**src/rtl/scoreboard_pkg.sv**
```systemverilog
// Shared constants and types for the scoreboard blocks.
//   BCD_DIGIT_MAX : largest value a BCD digit may hold
//   BCD_W         : bits per BCD digit
//   NDIG_DEFAULT  : default number of score digits
//   score_op_e    : operation applied to the score in one cycle
package scoreboard_pkg;

  localparam int unsigned BCD_DIGIT_MAX = 9;
  localparam int unsigned BCD_W         = 4;
  localparam int unsigned NDIG_DEFAULT  = 3;

  typedef enum logic [1:0] {
    OP_NONE = 2'd0,
    OP_CLR  = 2'd1,
    OP_UNDO = 2'd2,
    OP_ADD  = 2'd3
  } score_op_e;

endpackage

```
**src/rtl/bcd_digit_addsub.sv**
```systemverilog
// Single BCD digit adder/subtractor with carry/borrow chaining.
// Ports:
//   a_i   : current digit value (0..9)
//   b_i   : operand digit (0..9)
//   sub_i : 1 = a - b - c, 0 = a + b + c
//   c_i   : carry (add) or borrow (sub) from the lower digit
//   y_o   : result digit (0..9)
//   c_o   : carry or borrow into the next digit
module bcd_digit_addsub
  import scoreboard_pkg::*;
(
  input  logic [BCD_W-1:0] a_i,
  input  logic [BCD_W-1:0] b_i,
  input  logic             sub_i,
  input  logic             c_i,
  output logic [BCD_W-1:0] y_o,
  output logic             c_o
);

  localparam int unsigned RW   = BCD_W + 1;
  localparam int unsigned BASE = BCD_DIGIT_MAX + 1;

  logic [RW-1:0] raw;

  // Subtract range is -10..9, so the top bit of raw acts as the sign.
  always_comb begin
    raw = '0;
    y_o = a_i;
    c_o = 1'b0;
    if (sub_i) begin
      raw = RW'(a_i) - RW'(b_i) - RW'(c_i);
      if (raw[RW-1]) begin
        y_o = BCD_W'(raw + RW'(BASE));
        c_o = 1'b1;
      end else begin
        y_o = raw[BCD_W-1:0];
      end
    end else begin
      raw = RW'(a_i) + RW'(b_i) + RW'(c_i);
      if (raw > RW'(BCD_DIGIT_MAX)) begin
        y_o = BCD_W'(raw - RW'(BASE));
        c_o = 1'b1;
      end else begin
        y_o = raw[BCD_W-1:0];
      end
    end
  end

endmodule

```
**src/rtl/bcd_score_counter.sv**
```systemverilog
// Saturating BCD score counter with edge-detected +1/+2/+3/clear requests.
// Optional undo of the last addition when macro SCORE_UNDO_EN is defined;
// without it the undo port is accepted but ignored.
// Ports:
//   clk, rst_n        : clock, synchronous active-low reset
//   add1, add2, add3  : level requests for +1/+2/+3 (rising edge = event)
//   clr               : level request to zero the score and overflow flag
//   undo              : level request to revert the last addition
//   bcd               : score, digit i in bits [4i+3:4i], digit 0 = units
//   upd               : one-cycle pulse when bcd changes (and on every clear)
//   ovf               : sticky saturation flag
module bcd_score_counter
  import scoreboard_pkg::*;
#(
  parameter int unsigned NDIG = NDIG_DEFAULT
) (
  input  logic                clk,
  input  logic                rst_n,
  input  logic                add1,
  input  logic                add2,
  input  logic                add3,
  input  logic                clr,
  input  logic                undo,
  output logic [4*NDIG-1:0]   bcd,
  output logic                upd,
  output logic                ovf
);

  localparam int unsigned SW = BCD_W * NDIG;
  localparam logic [SW-1:0] ALL_NINES = {NDIG{BCD_W'(BCD_DIGIT_MAX)}};

  logic [SW-1:0] bcd_q, bcd_d;
  logic          upd_q, upd_d;
  logic          ovf_q, ovf_d;
  logic [3:0]    req_prev_q;
  logic [3:0]    req, ev;
  logic          undo_ev;
  score_op_e     op;
  logic [1:0]    add_amt;
  logic [1:0]    operand;
  logic          sub;
  logic [SW-1:0] sum;
  logic [NDIG:0] carry;

  assign req = {clr, add3, add2, add1};
  assign ev  = req & ~req_prev_q;

`ifdef SCORE_UNDO_EN
  logic       undo_prev_q;
  logic [1:0] last_amt_q, last_amt_d;
  assign undo_ev = undo & ~undo_prev_q;
`else
  logic unused_undo;
  assign undo_ev     = 1'b0;
  assign unused_undo = undo;
`endif

  // Priority select: clr > undo > add3 > add2 > add1; losers are dropped.
  always_comb begin
    op      = OP_NONE;
    add_amt = 2'd0;
    if (ev[3]) begin
      op = OP_CLR;
    end else if (undo_ev) begin
      op = OP_UNDO;
    end else if (ev[2]) begin
      op      = OP_ADD;
      add_amt = 2'd3;
    end else if (ev[1]) begin
      op      = OP_ADD;
      add_amt = 2'd2;
    end else if (ev[0]) begin
      op      = OP_ADD;
      add_amt = 2'd1;
    end
  end

`ifdef SCORE_UNDO_EN
  assign sub     = (op == OP_UNDO);
  assign operand = sub ? last_amt_q : add_amt;
`else
  assign sub     = 1'b0;
  assign operand = add_amt;
`endif

  // Ripple chain: the operand only enters the units digit.
  assign carry[0] = 1'b0;
  for (genvar g = 0; g < NDIG; g++) begin : g_digit
    bcd_digit_addsub u_digit (
      .a_i   (bcd_q[g*BCD_W +: BCD_W]),
      .b_i   ((g == 0) ? BCD_W'(operand) : BCD_W'(0)),
      .sub_i (sub),
      .c_i   (carry[g]),
      .y_o   (sum[g*BCD_W +: BCD_W]),
      .c_o   (carry[g+1])
    );
  end

  // Next score, flags and stored undo amount.
  always_comb begin
    bcd_d = bcd_q;
    ovf_d = ovf_q;
`ifdef SCORE_UNDO_EN
    last_amt_d = last_amt_q;
`endif
    case (op)
      OP_CLR: begin
        bcd_d = '0;
        ovf_d = 1'b0;
`ifdef SCORE_UNDO_EN
        last_amt_d = 2'd0;
`endif
      end
      OP_UNDO: begin
        bcd_d = carry[NDIG] ? '0 : sum;
`ifdef SCORE_UNDO_EN
        last_amt_d = 2'd0;
`endif
      end
      OP_ADD: begin
        if (carry[NDIG]) begin
          bcd_d = ALL_NINES;
          ovf_d = 1'b1;
`ifdef SCORE_UNDO_EN
          // Overflow implies upper digits are all 9, so only units differ.
          last_amt_d = 2'(BCD_W'(BCD_DIGIT_MAX) - bcd_q[BCD_W-1:0]);
`endif
        end else begin
          bcd_d = sum;
`ifdef SCORE_UNDO_EN
          last_amt_d = add_amt;
`endif
        end
      end
      default: ;
    endcase
    upd_d = (op == OP_CLR) || (bcd_d != bcd_q);
  end

  // State registers; previous samples reset high to mask held requests.
  always_ff @(posedge clk) begin
    if (!rst_n) begin
      bcd_q      <= '0;
      upd_q      <= 1'b0;
      ovf_q      <= 1'b0;
      req_prev_q <= '1;
`ifdef SCORE_UNDO_EN
      undo_prev_q <= 1'b1;
      last_amt_q  <= 2'd0;
`endif
    end else begin
      bcd_q      <= bcd_d;
      upd_q      <= upd_d;
      ovf_q      <= ovf_d;
      req_prev_q <= req;
`ifdef SCORE_UNDO_EN
      undo_prev_q <= undo;
      last_amt_q  <= last_amt_d;
`endif
    end
  end

  assign bcd = bcd_q;
  assign upd = upd_q;
  assign ovf = ovf_q;

endmodule

```
**config.mk**
```make
export PLATFORM = sky130hd
export DESIGN_NAME = bcd_score_counter
export DESIGN_NICKNAME = d
export VERILOG_FILES = /design/src/rtl/scoreboard_pkg.sv /design/src/rtl/bcd_digit_addsub.sv /design/src/rtl/bcd_score_counter.sv
export SDC_FILE = /design/constraint.sdc
export NUM_CORES = 1
export LEC_CHECK = 0
export ABC_AREA = 1
export CAP_MARGIN = 40
export CORE_AREA = 3 3 96 98
export CTS_BUF_LIST = sky130_fd_sc_hd__clkbuf_2 sky130_fd_sc_hd__clkbuf_4 sky130_fd_sc_hd__clkbuf_8
export CTS_CLUSTER_DIAMETER = 150
export CTS_CLUSTER_SIZE = 12
export DETAILED_ROUTE_END_ITERATION = 10
export DIE_AREA = 0 0 99 101
export HOLD_SLACK_MARGIN = 0.1
export PLACE_DENSITY = 0.63
export SETUP_SLACK_MARGIN = 0.2
export SYNTH_ARGS = -nofsm -noshare
export SYNTH_HDL_FRONTEND = slang
export SYNTH_HIERARCHICAL = 1
export SYNTH_SLANG_ARGS = --single-unit
```
**constraint.sdc**
```tcl
create_clock -name clk -period 14.27 [get_ports clk]
set_input_delay 2.1405 -clock clk [delete_from_list [all_inputs] [get_ports clk]]
set_output_delay 2.1405 -clock clk [all_outputs]
set_load 0.005 [all_outputs]
```
Yosys cells after proc, flatten, opt, wreduce, memory -nomap -nowiden
Cells that the tools add are included.
Widths: inputs -> output; s select.
{"block": "totals", "word_cells": 42, "register_bits": 18}
{"block": "classes", "eq_ne": 5, "n_lt_le_gt_ge": 3, "n_reduce_logical": 3, "mux": 19, "bitwise_logic": 2, "add_sub_neg": 6}
{"cell": "$pmux 12 s3", "n": 1}
{"cell": "$mux 12", "n": 2}
{"cell": "$gt 5x4->1 const B", "n": 3}
{"cell": "$mux 2", "n": 7}
{"cell": "$mux 4", "n": 3}
{"cell": "$ne 12x12->1", "n": 1}
{"cell": "$sub 4x4->4 const B", "n": 3}
{"cell": "$add 4x1->5", "n": 2}
{"cell": "$add 4x2->5", "n": 1}
{"cell": "$mux 1", "n": 5}
{"cell": "$and 4x4->4", "n": 1}
{"cell": "$eq 2x2->1 const B", "n": 2}
{"cell": "$not 4->4", "n": 1}
{"cell": "$eq 2x1->1 const B", "n": 1}
{"cell": "$ne 2x1->1 const B", "n": 1}
{"cell": "$pmux 1 s2", "n": 1}
{"cell": "$reduce_and 2->1", "n": 1}
{"cell": "$reduce_bool 2->1", "n": 1}
{"cell": "$logic_or 1x1->1", "n": 1}

Longest topological paths before layout
Gate-level depths: netlist of the first run.
{"block": "depth", "depth_word": 19, "ltp_mapped": 54, "mapped_depth_nobuf": 53}

Hierarchy
Netlist of the first run, hierarchy kept.
{"module": "bcd_digit_addsub", "cells_per_inst": 110, "area_per_inst_um2": 621.8, "seq_area_each_um2": 0.0, "instances": 3}
{"module": "bcd_score_counter", "cells_per_inst": 164, "area_per_inst_um2": 1081.0, "seq_area_each_um2": 360.3, "instances": 1}

Worst setup path before layout of the first run
Ideal clock, no wire load.
{"block": "synth_timing", "path_kind": "input-to-reg", "start": "input clr", "end": "register upd_q (netlist: upd)", "n_path_buf": 2, "setup_time_ns": 0.128, "setup_slack_ns": 5.530, "stages": 52, "arrival_ns": 8.612, "path_cell_list": "inv_1 or2_4 buf_6 inv_1 a21oi_1 fa_1 fa_1 inv_1 nand2_1 nand2_2 ha_1 inv_1 nor2_1 a21oi_2 nand2_1 nand2_2 nand2_1 o21ai_0 (+16 left out) nand2_1 nand2_2 ha_1 inv_1 nor2_1 a21oi_2 nand2_1 nand2_2 nand2_1 o21ai_0 buf_2 or2_1 a31oi_1 nand2_1 nor2_1 nand3_1 nor2_1 nor2_1"}
{"block": "synth_via", "elab_chain_cells": 15, "elab_cells_between_ends": 26, "classes_between": "add/sub (6); order compare (3); eq/ne (4); mux (11); bitwise (1); reduce/logical (1)"}
{"item": "start: declaration", "line_no": "bcd_score_counter.sv:22", "source": "input logic clr,"}
{"item": "$and 4x4->4 (*)", "line_no": "bcd_score_counter.sv:46", "source": "assign ev = req & ~req_prev_q;"}
{"item": "$mux 2 (*)", "line_no": "bcd_score_counter.sv:62", "source": "if (ev[3]) begin"}
{"item": "via add_amt[0]", "line_no": "bcd_score_counter.sv:39", "source": "logic [1:0] add_amt;"}
{"item": "$add 4x2->5 (*)", "line_no": "bcd_digit_addsub.sv:39", "source": "raw = RW'(a_i) + RW'(b_i) + RW'(c_i);"}
{"item": "$gt 5x4->1 (*)", "line_no": "bcd_digit_addsub.sv:40", "source": "if (raw > RW'(BCD_DIGIT_MAX)) begin"}
{"item": "$mux 1 (*)", "line_no": "bcd_digit_addsub.sv:40"}
{"item": "via carry[1]", "line_no": "bcd_score_counter.sv:43", "source": "logic [NDIG:0] carry;"}
{"item": "$add 4x1->5 (*)", "line_no": "bcd_digit_addsub.sv:39"}
{"item": "(+2 left out)"}
{"item": "via carry[2]", "line_no": "bcd_score_counter.sv:43"}
{"item": "$add 4x1->5 (*)", "line_no": "bcd_digit_addsub.sv:39"}
{"item": "$gt 5x4->1 (*)", "line_no": "bcd_digit_addsub.sv:40"}
{"item": "$mux 1 (*)", "line_no": "bcd_digit_addsub.sv:40"}
{"item": "via carry[3]", "line_no": "bcd_score_counter.sv:43"}
{"item": "$mux 12, on equally long branches", "line_no": "bcd_score_counter.sv:121, bcd_score_counter.sv:115"}
{"item": "$pmux 12 s3 (*)", "line_no": "bcd_score_counter.sv:106", "source": "case (op)"}
{"item": "$ne 12x12->1 (*)", "line_no": "bcd_score_counter.sv:137", "source": "upd_d = (op == OP_CLR) || (bcd_d != bcd_q);"}
{"item": "$logic_or 1x1->1 (*)", "line_no": "bcd_score_counter.sv:137"}
{"item": "end signal: assignment", "line_no": "bcd_score_counter.sv:153", "source": "upd_q <= upd_d;"}
{"item": "end: declaration", "line_no": "bcd_score_counter.sv:33", "source": "logic upd_q, upd_d;"}
Mark *: on every way through the listed nets, which the timed path passes. The rest lies on a longest branch.
A chain may end at the register's enable or synchronous reset.

Worst setup path in the final report of the first run
Same ends and word-level chain as after synthesis.

==> flow_metrics.tcl, run 1 <==
set metrics [dict create \
    number_of_flops_mapped_to_enable_cells_by_yosys 0 \
    p_seq_share_pct 17.8 \
    placeableCoreArea_um2 8550 \
    finalNetCount 598 \
    detail_route.wirelength_mm 6.70 \
    worst_pin_slew_ps 523 \
    post_route_cells_drive_above_1_share_pct 6.42 \
    drt_first_iter_violations 122 \
    synthDominantAreaCellType "nand2_1" \
    number_of_optimization_iterations_in_the_first_detailed_route_pass 5 \
    proportion_of_synthesized_chip_area_in_sequential_cells_pct 12.2 \
    cts.path.max_buffers 2 \
    ir_worst_vdd_v 0.0000314 \
    routabilityCongestion 0.845 \
    finalHoldWorstSlack_ps 529 \
    yosysUniqueCellTypes 29 \
    route.detailed.wl_per_inst_um 10.3 \
    syn_std_cell_area_um2 2950 \
    synth-adder-area-share_pct 22.2 \
    post_synth_main_area_contributors "nand2_1, ha_1, dfxtp_1, inv_1, nand3_1" \
    mean_post_synth_cell_area_um2 5.96 \
    timing.final.hold_violations 0 \
    crit_top_cell "nand2_1" \
    dominant_combinational_cell_family_by_area_after_synthesis "simple AND/OR/NAND/NOR gates" \
    clk_pin_slew_ps 70 \
    worst_path_max_delay_cell "clkdlybuf4s50_1" \
    numCtsBuffers 3 \
    post-synth-top-count-cell "nand2_1" \
    met3WireLength_um 174 \
    route.top_layer_used "met4" \
    switchingPower_mw 0.196 \
    critical_path.max_stage_delay_ps 460 \
    fraction_of_the_cycle_the_final_worst_path_needs_pct 68.6 \
    setup_tns_ps 0 \
    synth-compound-area-share_pct 6.96 \
    slew_headroom_pct 65.1 \
    power.leakage_nw 1.80 \
    fillCellCount 940 \
    rsz0062_at_grt "no" \
    area.growth.synth_to_final_pct 15.6 \
    cap_violations 0 \
    detail_route.drc_violations 0 \
    critical_path_peak_fanout 21 \
    numPortBuffers 19 \
    cp-end-kind "flip-flop" \
    cts_post_setup_buffers_inserted 0 \
    start_util_pct 34.5 \
    wl_met2_mm 3.24 \
    num_antenna_cells 0 \
    synth_cells 494 \
    regToRegSetupSlack_ps 6560 \
    data_arrival_at_the_endpoint_of_the_critical_path_ps 9920 \
    ios 21 \
    start_kind "primary input" \
    post-route-cell-area_um2 3410 \
    dr_total_vias 3000 \
    height_of_the_chip_um 101 \
    met1_length_mm 3.20 \
    tritoncts "built" \
    synth.cells.most_frequent "nand2_1, inv_1, nand3_1" \
    finish.cell_count_without_fillers 653 \
    p_sw_share_pct 50.3 \
    timing.final.crit_period_ps 9790 \
    count_of_hold_fix_buffers_inserted_at_cts 0 \
    fin_total_pwr_mw 0.390 \
    sum_of_overflow_across_all_layers_after_global_routing 0 \
    clock-sinks 18 \
    grt_first_pass_wirelength_mm 11.9 \
    ys_dominant_reg_cell "dfxtp_1" \
    cts_repair_resize_count 0 \
    worstPathRequired_ps 14410 \
    yosys.area_share.xor_xnor_pct 0.892 \
    yosys_warnings 6 \
    ctsRootBufferMaster "clkbuf_8" \
    via_count_of_the_first_global_routing_pass 2759 \
    clkLatencyLatePin_ps 260 \
    yosys.area_share.simple_pct 42.9 \
    comb_power_share_pct 71.1 \
    cell_internal_pwr_mw 0.194 \
    vias_per_cell 4.59 \
    timing.hold.worst.class "reg -> reg" \
    synth_mux_area_share_pct 0 \
    placed_cell_count 649 \
    gr-usage-all-layers_pct 14.2 \
    power.density_cell_area_nw_per_um2 115 \
    die_w_um 99 \
    setup_viol_count_final 0 \
    synth.ff_latch_count 18 \
    synth_top_area_share_pct 19.1 \
    clock_power_share_pct 11.1 \
    status "finished, final reports clean" \
    std_cell_rows 34 \
    placed_cell_area_um2 3350 \
    timing.fmax_mhz 102 \
    worstSetupPathType "in -> reg" \
    slew_violations 0 \
    grt_max_degree 22 \
    initial_antenna_violation_count 0 \
    dpl.hpwl_mm 5.56 \
    finalClockSkew_ps 2.81 \
    fp.dieArea_um2 10000 \
    h_tree_level_count 1 \
    share_of_synthesized_registers_carrying_an_async_set_or_reset_pct 0 \
    antenna_left 0 \
]
-- logic make-up after synthesis --
group | Yosys count
AND/OR/NAND/NOR | 282
buffers and inverters | 108
adder cells (fa/ha/maj) | 45
AO/OA/AOI/OAI | 37
flip-flops | 18
XOR/XNOR | 3
other | 1
-- sequential cells by signal (all words and copies together), names as in the netlist --
name and cells:
ovf 1, upd 1, bcd 12, req_prev_q 4
-- final timing paths --
kind	from	endpoint	cells past startpoint
worst max register to register	req_prev_q[3]	upd	52
worst min register to register	ovf	ovf	2
worst max-delay path	clr	upd	54
worst min-delay path	ovf	ovf	2
-- final cells by class --
cell class,instances,area (µm²),area share (%)
inverter,100,375,11.0
sequential,18,360,10.6
timing repair buffer,20,198,5.80
multi-input combinational,403,2280,67.0
tap,108,135,3.97
clock buffer,4,55.1,1.62
-- stage by stage --
step / worst slack, ps / util (%)
2_1_floorplan: 5530 / -
3_3_place_gp: 4260 / 39.2
3_5_place_dp: 4160 / 39.2
4_1_cts: 4410 / 39.8
5_1_grt: 3670 / 39.8
6_report: 4480 / 39.8
-- cells in the final DEF (no fill, tap or decap), types with 15 or more instances in the layout --
cell / count
nand2_1: 150
inv_1: 96
nand3_1: 61
conb_1: 36
ha_1: 33
nor2_1: 26
a21oi_1: 21
clkdlybuf4s50_1: 19
dfxtp_1: 18
nand2_2: 15
-- metal layers --
| metal | track usage, % | up-vias |
|---|---|---|
| li1 | - | 1591 |
| met1 | 18.3 | 1358 |
| met2 | 24.7 | 41 |
| met3 | 2.42 | 10 |
| met4 | 3.15 | 0 |
| met5 | 0 | - |
-- worst max-delay path, delay by kind of cell --
| kind | cells | cell delay, ps |
|---|---|---|
| fa+ha+maj | 9 | 3050 |
| compound gates | 7 | 590 |
| buf+inv | 11 | 1330 |
| simple gates | 27 | 2790 |
-- power by group through the flow --
stage,Combinational (mW),Sequential (mW),Clock (mW)
2_1_floorplan,0.217,0.0674,0
3_3_place_gp,0.265,0.0707,0
3_5_place_dp,0.275,0.0710,0
4_1_cts,0.277,0.0698,0.0432
5_1_grt,0.325,0.0717,0.0456
6_report,0.278,0.0694,0.0433
(Power assumes the default switching activity.)
==> run 2, diff against run 1 <==
Clock period 14.27 ns to 9.81 ns, I/O delays scaled along.
==> run 2 against run 1 <==
Flip-flop and latch count unchanged. Final cell count up 0.46%. Via count down 1.8%. Clock skew down 1.6 ps. Combinational power up 46%. Largest power group unchanged.
==> flow_metrics.tcl, run 2 (same netlist as run 1, synthesis figures left out) <==
set metrics [dict create \
    status "finished, final reports clean" \
    numCtsBuffers 3 \
    critical_path_peak_fanout 13 \
    crit_top_cell "nand2_1" \
    antenna_left 0 \
    drt_first_iter_violations 138 \
    critPathLaunch "clr" \
    num_antenna_cells 0 \
    data_arrival_at_the_endpoint_of_the_critical_path_ps 8910 \
    grt_max_degree 22 \
    post-route-cell-area_um2 3440 \
    finalNetCount 601 \
    cts.path.max_buffers 2 \
    hold_path_depth 2 \
    clk_pin_slew_ps 70 \
    clkLatencyLatePin_ps 260 \
    tritoncts "built" \
    via_count_of_the_first_global_routing_pass 2753 \
    ios 21 \
    post_route_cells_drive_above_1_share_pct 7.66 \
    fp.dieArea_um2 10000 \
    start_util_pct 34.5 \
    critical_path.max_stage_delay_ps 460 \
    count_of_hold_fix_buffers_inserted_at_cts 0 \
    timing.fmax_mhz 114 \
    timing.hold.worst.class "reg -> reg" \
    placeableCoreArea_um2 8550 \
    sum_of_overflow_across_all_layers_after_global_routing 0 \
    finalClockSkew_ps 1.18 \
    gr-usage-all-layers_pct 14.2 \
    numPortBuffers 19 \
    layout.cells.most_common "nand2_1" \
    grt_first_pass_wirelength_mm 12.0 \
    largest_register_ffs 12 \
    dr_total_vias 2947 \
    setup_tns_ps 0 \
    cp-end-kind "flip-flop" \
    start_kind "primary input" \
    clock-sinks 18 \
    h_tree_level_count 1 \
    die_w_um 99 \
    rsz0062_at_grt "no" \
    power.leakage_nw 1.81 \
    setup_viol_count_final 0 \
    height_of_the_chip_um 101 \
    cap_violations 0 \
    slew_headroom_pct 65.1 \
    detail_route.drc_violations 0 \
    rr_endpoint "upd" \
    area.growth.synth_to_final_pct 16.6 \
    worst_path_max_delay_cell "clkdlybuf4s50_1" \
    worst_pin_slew_ps 523 \
    fraction_of_the_cycle_the_final_worst_path_needs_pct 89.5 \
    initial_antenna_violation_count 0 \
    std_cell_rows 34 \
    route.detailed.wl_per_inst_um 10.4 \
    dpl.hpwl_mm 5.49 \
    number_of_optimization_iterations_in_the_first_detailed_route_pass 6 \
    critical_path.endpoint "upd" \
    vias_per_cell 4.49 \
    power.density_cell_area_nw_per_um2 166 \
    worstPathRequired_ps 9950 \
    worstSetupPathType "in -> reg" \
    ctsRootBufferMaster "clkbuf_8" \
    routabilityCongestion 0.844 \
    slew_violations 0 \
    detail_route.wirelength_mm 6.79 \
    regToRegSetupSlack_ps 2460 \
    placed_cell_area_um2 3350 \
    fillCellCount 940 \
    r2r.worst_path.cells 52 \
    timing.final.crit_period_ps 8780 \
    timing.final.hold_violations 0 \
    ir_worst_vdd_v 0.0000486 \
    r2r_startpoint "req_prev_q[3]" \
    layout.cells.most_common_list "nand2_1, inv_1, nand3_1, conb_1, ha_1" \
]
[run 2: final cells by class]
cell class | count | area, µm² | area share, %
clock buffer | 4 | 55.1 | 1.60
timing repair buffer | 22 | 213 | 6.19
multi-input combinational | 404 | 2300 | 66.9
inverter | 100 | 375 | 10.9
sequential | 18 | 360 | 10.5
tap | 108 | 135 | 3.93
[run 2: where the power goes]
part | internal [mW] | switching, mW | total (mW)
sequential | 0.0826 | 0.0185 | 0.101
clock | 0.0358 | 0.0275 | 0.0633
combinational | 0.166 | 0.240 | 0.406
[run 2: worst min-delay path by stage]
stage	startpoint	end	slack (ps)
3_3_place_gp	ovf	ovf	510
2_1_floorplan	ovf	ovf	500
6_report	ovf	ovf	540
4_1_cts	ovf	ovf	540
5_1_grt	ovf	ovf	610
3_5_place_dp	ovf	ovf	520
[run 2: per-stage QoR]
step | setup WS (ps) | hold WS [ps] | total power, mW | util, % | cells
3_5_place_dp | 327 | 523 | 0.502 | 39.2 | 649
6_report | 1030 | 535 | 0.570 | 40.2 | 656
5_1_grt | 272 | 605 | 0.649 | 40.2 | 656
2_1_floorplan | 1740 | 499 | 0.413 | - | 529
4_1_cts | 593 | 538 | 0.566 | 39.8 | 653
3_3_place_gp | 467 | 513 | 0.488 | 39.2 | 649
[run 2: what timing repair did]
action / 4_1_cts / 5_1_grt
buffers inserted: 0 / 2
setup endpoints to repair: 0 / 1
hold endpoints to repair: 0 / 0
resized for setup: 0 / 5
[run 2: per-layer routing]
metal  part of all wire [%]  global-route usage (%)  vias to the layer above
li1                       -                       -                     1597
met1                     49                    18.3                     1306
met2                     47                    24.8                       31
met3                    2.1                    2.21                       13
met4                    1.7                    3.36                        0
met5                      0                       0                        -
[run 2: critical path: cells and delay by family]
| kind | cells | cell delay (ps) |
|---|---|---|
| simple gates | 27 | 2730 |
| compound gates | 7 | 530 |
| fa+ha+maj | 9 | 2870 |
| buf+inv | 11 | 1280 |
